`src/rtl/stream_tools_pkg.sv`:
```
// Shared stream helpers used by the widen/narrow blocks and their benches.
package stream_tools;

  // Widest packed word the lane helper accepts; callers zero-extend into it.
  localparam int unsigned STREAM_MAX_WIDTH = 1024;

  // Extract lane `lane` (each `width` bits, lane 0 in the LSBs) of a packed word.
  function automatic logic [STREAM_MAX_WIDTH-1:0] stream_lane_sel(
    input logic [STREAM_MAX_WIDTH-1:0] word,
    input int unsigned                 width,
    input int unsigned                 lane
  );
    logic [STREAM_MAX_WIDTH-1:0] mask;
    mask = {STREAM_MAX_WIDTH{1'b1}} >> (STREAM_MAX_WIDTH - width);
    return (word >> (width * lane)) & mask;
  endfunction

endpackage

```
`src/rtl/stream_hold_reg.sv`:
```
// One-entry holding register: a payload word with first/last sideband and a valid flag.
module stream_hold_reg #(
  parameter int unsigned DATA_WIDTH = 8
) (
  input  logic                  clk,
  input  logic                  rst,
  input  logic                  load,
  input  logic                  pop,
  input  logic [DATA_WIDTH-1:0] load_data,
  input  logic                  load_first,
  input  logic                  load_last,
  output logic [DATA_WIDTH-1:0] data,
  output logic                  first,
  output logic                  last,
  output logic                  valid
);

  // Occupancy: load fills the entry, pop empties it; load wins if both occur.
  // NOTE: sequential state is written with non-blocking assignments so every
  // flop samples the pre-edge values regardless of statement order.
  always_ff @(posedge clk) begin
    if (rst) begin
      valid <= 1'b0;
    end else if (load) begin
      valid <= 1'b1;
    end else if (pop) begin
      valid <= 1'b0;
    end
  end

  // Payload capture on load.
  // NOTE: payload flops carry no reset; they are only observed while valid is
  // set, so resetting them would just add reset routing to a wide datapath.
  always_ff @(posedge clk) begin
    if (load) begin
      data  <= load_data;
      first <= load_first;
      last  <= load_last;
    end
  end

endmodule

```
`src/rtl/stream_narrow.sv`:
```
// Unpacks each wide word of N packed samples into N narrow samples, lane 0 first,
// one per cycle. A one-word hold register absorbs a word arriving mid-unpack.
module stream_narrow
  import stream_tools::*;
#(
  parameter int unsigned STREAM_WIDTH         = 8,
  parameter int unsigned STREAM_IN_MULTIPLIER = 3,
  parameter int unsigned STREAM_IN_WIDTH      = STREAM_WIDTH * STREAM_IN_MULTIPLIER
) (
  input  logic                       clk,
  input  logic                       rst,
  input  logic [STREAM_IN_WIDTH-1:0] stream_in,
  input  logic                       stream_in_valid,
  input  logic                       stream_in_first,
  input  logic                       stream_in_last,
  output logic                       stream_in_ready,
  output logic                       stream_in_overflow,
  output logic [STREAM_WIDTH-1:0]    stream_out,
  output logic                       stream_out_valid,
  output logic                       stream_out_first,
  output logic                       stream_out_last
);

  localparam int unsigned N     = STREAM_IN_MULTIPLIER;
  localparam int unsigned W     = STREAM_WIDTH;
  localparam int unsigned CNT_W = (N > 1) ? $clog2(N) : 1;
  localparam int unsigned SR_W  = (N > 1) ? (N - 1) * W : W;
  localparam logic [CNT_W-1:0] CNT_LAST = CNT_W'(N - 1);

  logic                       hold_valid;
  logic                       hold_first;
  logic                       hold_last;
  logic [STREAM_IN_WIDTH-1:0] hold_data;

  logic                       accept;
  logic                       load_en;
  logic                       hold_load;
  logic                       hold_pop;
  logic [STREAM_IN_WIDTH-1:0] src_data;
  logic                       src_first;
  logic                       src_last;

  logic                       busy;       // lanes 1..N-1 of the current word still pending
  logic [CNT_W-1:0]           cnt;        // index of the next lane to emit
  logic [SR_W-1:0]            sr;         // remaining lanes, next one in the LSBs
  logic                       word_last;  // last flag of the word being unpacked

  // Ready comes straight from the hold flop, so there is no input-to-ready path.
  assign stream_in_ready = !hold_valid;
  assign accept          = stream_in_valid && stream_in_ready;

  // A new word starts once the previous word's final lane is on the output,
  // so consecutive words stream with no bubble. A held word takes priority;
  // ready is low while it waits, so it never competes with a fresh input.
  assign load_en   = !busy && (hold_valid || accept);
  assign hold_load = accept && !load_en;
  assign hold_pop  = load_en && hold_valid;

  assign src_data  = hold_valid ? hold_data  : stream_in;
  assign src_first = hold_valid ? hold_first : stream_in_first;
  assign src_last  = hold_valid ? hold_last  : stream_in_last;

  stream_hold_reg #(
    .DATA_WIDTH (STREAM_IN_WIDTH)
  ) u_hold (
    .clk        (clk),
    .rst        (rst),
    .load       (hold_load),
    .pop        (hold_pop),
    .load_data  (stream_in),
    .load_first (stream_in_first),
    .load_last  (stream_in_last),
    .data       (hold_data),
    .first      (hold_first),
    .last       (hold_last),
    .valid      (hold_valid)
  );

  // Unpack control and output register: load lane 0, then walk the remaining lanes.
  always_ff @(posedge clk) begin
    if (rst) begin
      busy               <= 1'b0;
      cnt                <= '0;
      word_last          <= 1'b0;
      stream_out         <= '0;
      stream_out_valid   <= 1'b0;
      stream_out_first   <= 1'b0;
      stream_out_last    <= 1'b0;
      stream_in_overflow <= 1'b0;
    end else begin
      if (stream_in_valid && !stream_in_ready) begin
        stream_in_overflow <= 1'b1;
      end

      if (load_en) begin
        stream_out       <= W'(stream_lane_sel(STREAM_MAX_WIDTH'(src_data), W, 0));
        stream_out_valid <= 1'b1;
        stream_out_first <= src_first;
        stream_out_last  <= src_last && (N == 1);
        word_last        <= src_last;
        cnt              <= CNT_W'(1);
        busy             <= (N > 1);
      end else if (busy) begin
        stream_out       <= sr[W-1:0];
        stream_out_valid <= 1'b1;
        stream_out_first <= 1'b0;
        stream_out_last  <= word_last && (cnt == CNT_LAST);
        if (cnt == CNT_LAST) begin
          cnt  <= '0;
          busy <= 1'b0;
        end else begin
          cnt <= cnt + 1'b1;
        end
      end else begin
        stream_out_valid <= 1'b0;
        stream_out_first <= 1'b0;
        stream_out_last  <= 1'b0;
      end
    end
  end

  // Remaining-lane shift register: capture lanes 1..N-1 on load, shift one lane per emit.
  always_ff @(posedge clk) begin
    if (load_en) begin
      sr <= SR_W'(src_data >> W);
    end else if (busy) begin
      sr <= sr >> W;
    end
  end

endmodule

```
`config.mk`:
```
export PLATFORM = sky130hd
export DESIGN_NAME = stream_narrow
export DESIGN_NICKNAME = d
export VERILOG_FILES = /design/src/rtl/stream_tools_pkg.sv /design/src/rtl/stream_hold_reg.sv /design/src/rtl/stream_narrow.sv
export SDC_FILE = /design/constraint.sdc
export NUM_CORES = 1
export LEC_CHECK = 0
export CAP_MARGIN = 15
export CORE_MARGIN = 4
export CORE_UTILIZATION = 46
export DETAILED_ROUTE_END_ITERATION = 7
export GPL_TIMING_DRIVEN = 0
export PLACE_DENSITY = 0.85
export SYNTH_ARGS = -nofsm -noshare
export SYNTH_HDL_FRONTEND = slang
export SYNTH_SLANG_ARGS = --single-unit
```
`constraint.sdc`:
```
create_clock -name clk -period 1.9 [get_ports clk]
set_input_delay 0.38 -clock clk [delete_from_list [all_inputs] [get_ports clk]]
set_output_delay 0.38 -clock clk [all_outputs]
set_load 0.01 [all_outputs]
```
==> metrics.cfg, run 1 <==
[clock_tree]
clkLatencyLatePin_ns = 0.34
h-tree-depth = 3
post_cts.repair.setup_buffers = 0
clock_sinks = 59
cts_buffers = 9
cts_resized = 2
root_buffer = clkbuf_8
cts_hold_buf = 0
cts.reportedPaths.clkPinSlew_ns = 0.07
cts_tree = done
clock_path_buffers = 2

[final_layout]
layout.nets = 247
final_cell_mix = edfxtp_1 (42), clkdlybuf4s50_1 (39), mux2i_1 (26)
stdcell_count = 290
fillers = 376
antennaDiodeCount = 0
post-route-util_pct = 62.61
drive_gt1_share_pct = 15.25
final_common_cell = edfxtp_1
area_growth_pct = 29.11
postLayoutCellArea_sq_mm = 0.003035

[floorplanning]
die-height_um = 79.49
start_util_pct = 48.49
die_area_sq_mm = 0.006319
die_w_um = 79.49
ios = 42
rows = 25
core_sq_mm = 0.004848

[worst_setup_path]
crit_fanout = 10
required_ns = 1.52
rrSetupSlack_ns = 0.21
crit_path_start_kind = flip-flop
reg2reg_depth = 4
reg2reg_to = u_hold.last$_DFFE_PP_
critPathCaptureType = output pin
cp.arrival_ns = 1.38
crit_type = flip-flop to output pin
r2r_start = u_hold.valid$_SDFFE_PP0P_
critPathLaunch = u_hold.valid$_SDFFE_PP0P_

[outcome]
status = finished, final reports clean

[sta]
clock.fmax_ghz = 0.5689
hold_violations = 0
fin_skew_ns = 0.005461
fin_crit_sh_pct = 92.51
final_max_slew_viol_count = 0
final-setup-viol-count = 0
tightest_slew_ns = 0.6280
rsz0062_at_grt = no
slew_headroom_pct = 58.13
finalSetupTns_ns = 0
fin_crit_ns = 1.758

[routing]
dr.first_iter.drc_count = 146
drc = 0
wl_per_cell_um = 16.06
viasPerCell = 5.148
drt_pass1_iterations = 6
drtAntennaViolNets = 0
vias = 1493
drt-total-wl_um = 4657

[synth]
avgSynthCellArea_sq_um = 14.08
yosysWarningCount = 0
synth_area_sq_mm = 0.002351
synth-seq-cells = 59
seq_area_frac_synth_pct = 68.12
yosysTopAreaCell = edfxtp_1
postSynthCellCount = 167
synth_fp_nets = 196
netlist.area_leader.share_pct = 53.65
yosys-top-cells-area = edfxtp_1 (54%), dfxtp_1 (14%), mux2i_1 (11%), o221ai_2 (3.2%), nand2_1 (2.4%)
ys_types = 28

[hold_path]
hold_depth = 3
worstHoldStart = stream_in_valid
whs_endpoint = stream_out_valid$_SDFF_PP0_
hold_class = primary input to flip-flop

[placed_design]
dpl.hpwl_um = 3103
place_area_sq_mm = 0.002835
gp_congestion = 0.7550
portBuffers = 40
place_inst = 274

[global_route]
antenna_found_initial = 0
grt_usage_pct = 16.59
grt_pass1_wl_um = 7493
grt_max_degree = 27
grt_pass1_vias = 1502
gr-total-overflow = 0

[pwr]
vdd_drop_max_mv = 0.4898
power.leakage_uw = 0.001069
p_per_area_mw_per_mm2 = 988.1

[job]
cap_violations = 0

## cells in the mapped netlist (all sizes together)
cell	n
edfxtp	42
mux2i	26
dfxtp	17
nand2	15
nor2	12
buf	11
o21ai	11
nand3	5
o221ai	5
a32oi	3
nor2b	3
nor3	3
a21oi	2
inv	2
a211oi	1
and3	1
and4	1
clkinv	1
mux2	1
nand3b	1
o21a	1
o21bai	1
o31ai	1
or3	1
## stage by stage
step | power (uW) | worst slack (ns) | hold WS (ns)
after floorplan | 1720 | 0.02223 | 0.4351
after global placement | 1866 | -0.3549 | 0.4487
after detailed placement | 1882 | -0.4730 | 0.4602
after CTS | 3026 | 0.1304 | 0.4037
after global routing | 3124 | 0.03984 | 0.4155
final | 2999 | 0.1423 | 0.4230
## flip-flops by register name, indices dropped and copies added, names as in the netlist
| signal | count |
|---|---|
| u_hold.data | 24 |
| cnt | 2 |
| u_hold.valid | 1 |
| u_hold.first | 1 |
| word_last | 1 |
| stream_out_valid | 1 |
| stream_out_last | 1 |
| stream_out | 8 |
| u_hold.last | 1 |
| sr | 16 |
| stream_out_first | 1 |
| stream_in_overflow | 1 |
| busy | 1 |
## worst max path at each step
stage                                     end  slack [ns]  cells past startpoint
CTS                           stream_in_ready        0.13                      4
finish                        stream_in_ready        0.14                      4
floorplan            u_hold.data[0]$_DFFE_PP_        0.02                      3
detailed placement  u_hold.data[19]$_DFFE_PP_       -0.47                      3
global placement    u_hold.data[23]$_DFFE_PP_       -0.35                      3
global route                  stream_in_ready        0.04                      4
## critical path: stages (launching register included)
cell and delay, ns:
dfxtp_1 0.32, buf_6 0.13, buf_4 0.22, inv_1 0.08, dlygate4sd2_1 0.29
## routing by layer
metal,global-route usage (%),up-vias,part of all wire [%]
met1,18.77,705,41
met4,7.904,0,2.1
met5,0,-,0
met2,26.63,52,50
li1,-,726,-
met3,7.449,10,6.9
## power by group
part | leakage (uW) | switching (uW) | internal, uW
logic | 0.000422 | 162 | 165
registers | 0.000551 | 35.5 | 1490
clock network | 0.0000962 | 533 | 613
## logic make-up after synthesis
kind of cell	share of synthesized area, %
flops	68.12
simple gates	8.036
mux	11.55
compound gates	8.516
buf+inv	3.778
## area by class of cell
class / count / area (sq um) / share of cell area (%)
Inverter: 3 / 11.26 / 0.3710
Buffer: 11 / 77.57 / 2.556
Tap cell: 67 / 83.83 / 2.762
Sequential cell: 59 / 1602 / 52.76
Clock inverter: 7 / 76.32 / 2.514
Clock buffer: 9 / 123.9 / 4.081
Multi-Input combinational cell: 94 / 661.9 / 21.81
Timing Repair Buffer: 40 / 399.1 / 13.15
Note: power is estimated with default switching activity, not from simulation.
==> inputs of run 2 (changes only) <==
--- a/config.mk
+++ b/config.mk
@@ -10,7 +10,9 @@
 export CORE_UTILIZATION = 46
 export DETAILED_ROUTE_END_ITERATION = 7
 export GPL_TIMING_DRIVEN = 0
+export MAX_ROUTING_LAYER = met4
 export PLACE_DENSITY = 0.85
+export SKIP_LAST_GASP = 1
 export SYNTH_ARGS = -nofsm -noshare
 export SYNTH_HDL_FRONTEND = slang
 export SYNTH_SLANG_ARGS = --single-unit
==> run 2 against run 1 <==
  * Design area stayed put
  * Largest power group unchanged
  * Maximum frequency about the same
  * First-iteration DRC count increased by 3.4%
  * Cell count unchanged
  * Global-route usage is 0.43 points higher
  * Flip-flop and latch count unchanged
  * Utilization is the same
  * Clock skew is essentially flat
==> metrics.cfg, run 2 (synthesis results as in run 1) <==
[sta]
clock.fmax_ghz = 0.5691
tightest_slew_ns = 0.6435
setup_ws_ns = 0.1429
fin_skew_ns = 0.005095
hold_ws_ns = 0.4199
slew_headroom_pct = 57.10
rsz0062_at_grt = no
hold_violations = 0
final-setup-viol-count = 0
final_max_slew_viol_count = 0
fin_crit_ns = 1.757
fin_crit_sh_pct = 92.48

[clock_tree]
cts.reportedPaths.clkPinSlew_ns = 0.07
cts_buffers = 9
clock_path_buffers = 2
cts_hold_buf = 0
root_buffer = clkbuf_8
h-tree-depth = 3
clkLatencyLatePin_ns = 0.35
cts_tree = done
clock_sinks = 59

[placed_design]
gp_congestion = 0.7648
portBuffers = 40
place_inst = 274
dpl.hpwl_um = 3103
post-place-ws_ns = -0.4730

[routing]
drc = 0
drt_pass1_iterations = 4
wl_per_cell_um = 16.14
dr.first_iter.drc_count = 151
vias = 1497
viasPerCell = 5.162
drtAntennaViolNets = 0
drt-total-wl_um = 4682

[floorplanning]
die-height_um = 79.49
start_util_pct = 48.49
core_sq_mm = 0.004848
ios = 42
die_area_sq_mm = 0.006319
rows = 25
die_w_um = 79.49

[pwr]
power.leakage_uw = 0.001069
fin_total_pwr_uw = 3005
p_per_area_mw_per_mm2 = 990.0
vdd_drop_max_mv = 0.4920

[hold_path]
hold_class = primary input to flip-flop
worstHoldStart = stream_in_valid
hold_depth = 3

[final_layout]
largest-register = u_hold.data
antennaDiodeCount = 0
layout.nets = 247
post-route-util_pct = 62.61
drive_gt1_share_pct = 15.25
largest_reg_flops = 24
area_growth_pct = 29.11
reg_top3 = u_hold.data x24, sr x16, stream_out x8
final_common_cell = edfxtp_1
stdcell_count = 290
final_cell_mix = edfxtp_1 (42), clkdlybuf4s50_1 (39), mux2i_1 (26)

[outcome]
status = finished, final reports clean

[worst_setup_path]
critPathCaptureType = output pin
crit_type = flip-flop to output pin
crit_fanout = 10
reg2reg_depth = 4
critPathLaunch = u_hold.valid$_SDFFE_PP0P_
r2r_start = u_hold.valid$_SDFFE_PP0P_
cp.arrival_ns = 1.38
crit_path_start_kind = flip-flop
required_ns = 1.52

[global_route]
gr-total-overflow = 0
antenna_found_initial = 0
grt_max_degree = 27
grt_usage_pct = 17.02
grt_pass1_wl_um = 7486
grt_pass1_vias = 1503

[job]
cap_violations = 0

==> run 2: cell counts in the layout (fill, tap and decap cells not counted) <==
Identical to the previous run, type by type.
==> run 2: layer usage <==
| metal | up-vias | global-route usage, % | wire, um |
|---|---|---|---|
| met4 | 0 | 7.904 | 87 |
| met3 | 8 | 7.336 | 289 |
| met1 | 709 | 18.77 | 1949 |
| met2 | 54 | 26.63 | 2356 |
| li1 | 726 | - | - |
| met5 | - | - | 0 |
==> run 2: area by class of cell <==
type | count | area, sq um
Inverter | 3 | 11.26
Fill cell | 376 | 1813
Multi-Input combinational cell | 94 | 661.9
Clock buffer | 9 | 123.9
Buffer | 11 | 77.57
Clock inverter | 7 | 76.32
Timing Repair Buffer | 40 | 399.1
Sequential cell | 59 | 1602
Tap cell | 67 | 83.83
==> run 2: final timing paths <==
kind	end	slack, ns
worst max-delay path	stream_in_ready	0.14
worst min-delay path	stream_out_valid$_SDFF_PP0_	0.42
worst max register to register	u_hold.last$_DFFE_PP_	0.20
worst min register to register	stream_out[0]$_SDFFE_PP0P_	0.47
==> run 2: timing repair <==
item,CTS,global route
buffers inserted,0,0
endpoints found under the setup margin,27,0
resized for setup,2,0
==> run 2: report_power, final <==
part,leakage (uW),switching (uW),internal (uW)
registers,0.000551,36.3,1490
logic,0.000422,163,165
clock network,0.0000962,537,613
total,0.00107,736,2270
==> run 2: metrics by stage <==
stage	cell area (sq um)	TNS, ns
2_1_floorplan	2351	0
3_3_place_gp	2835	-9.194
3_5_place_dp	2835	-12.26
5_1_grt	3035	0
4_1_cts	3035	0
6_report	3035	0
==> run 2: worst max-delay path: stages (launching register included) <==
cell and delay (ns):
dfxtp_1 0.32, buf_6 0.13, buf_4 0.22, inv_1 0.08, dlygate4sd2_1 0.28
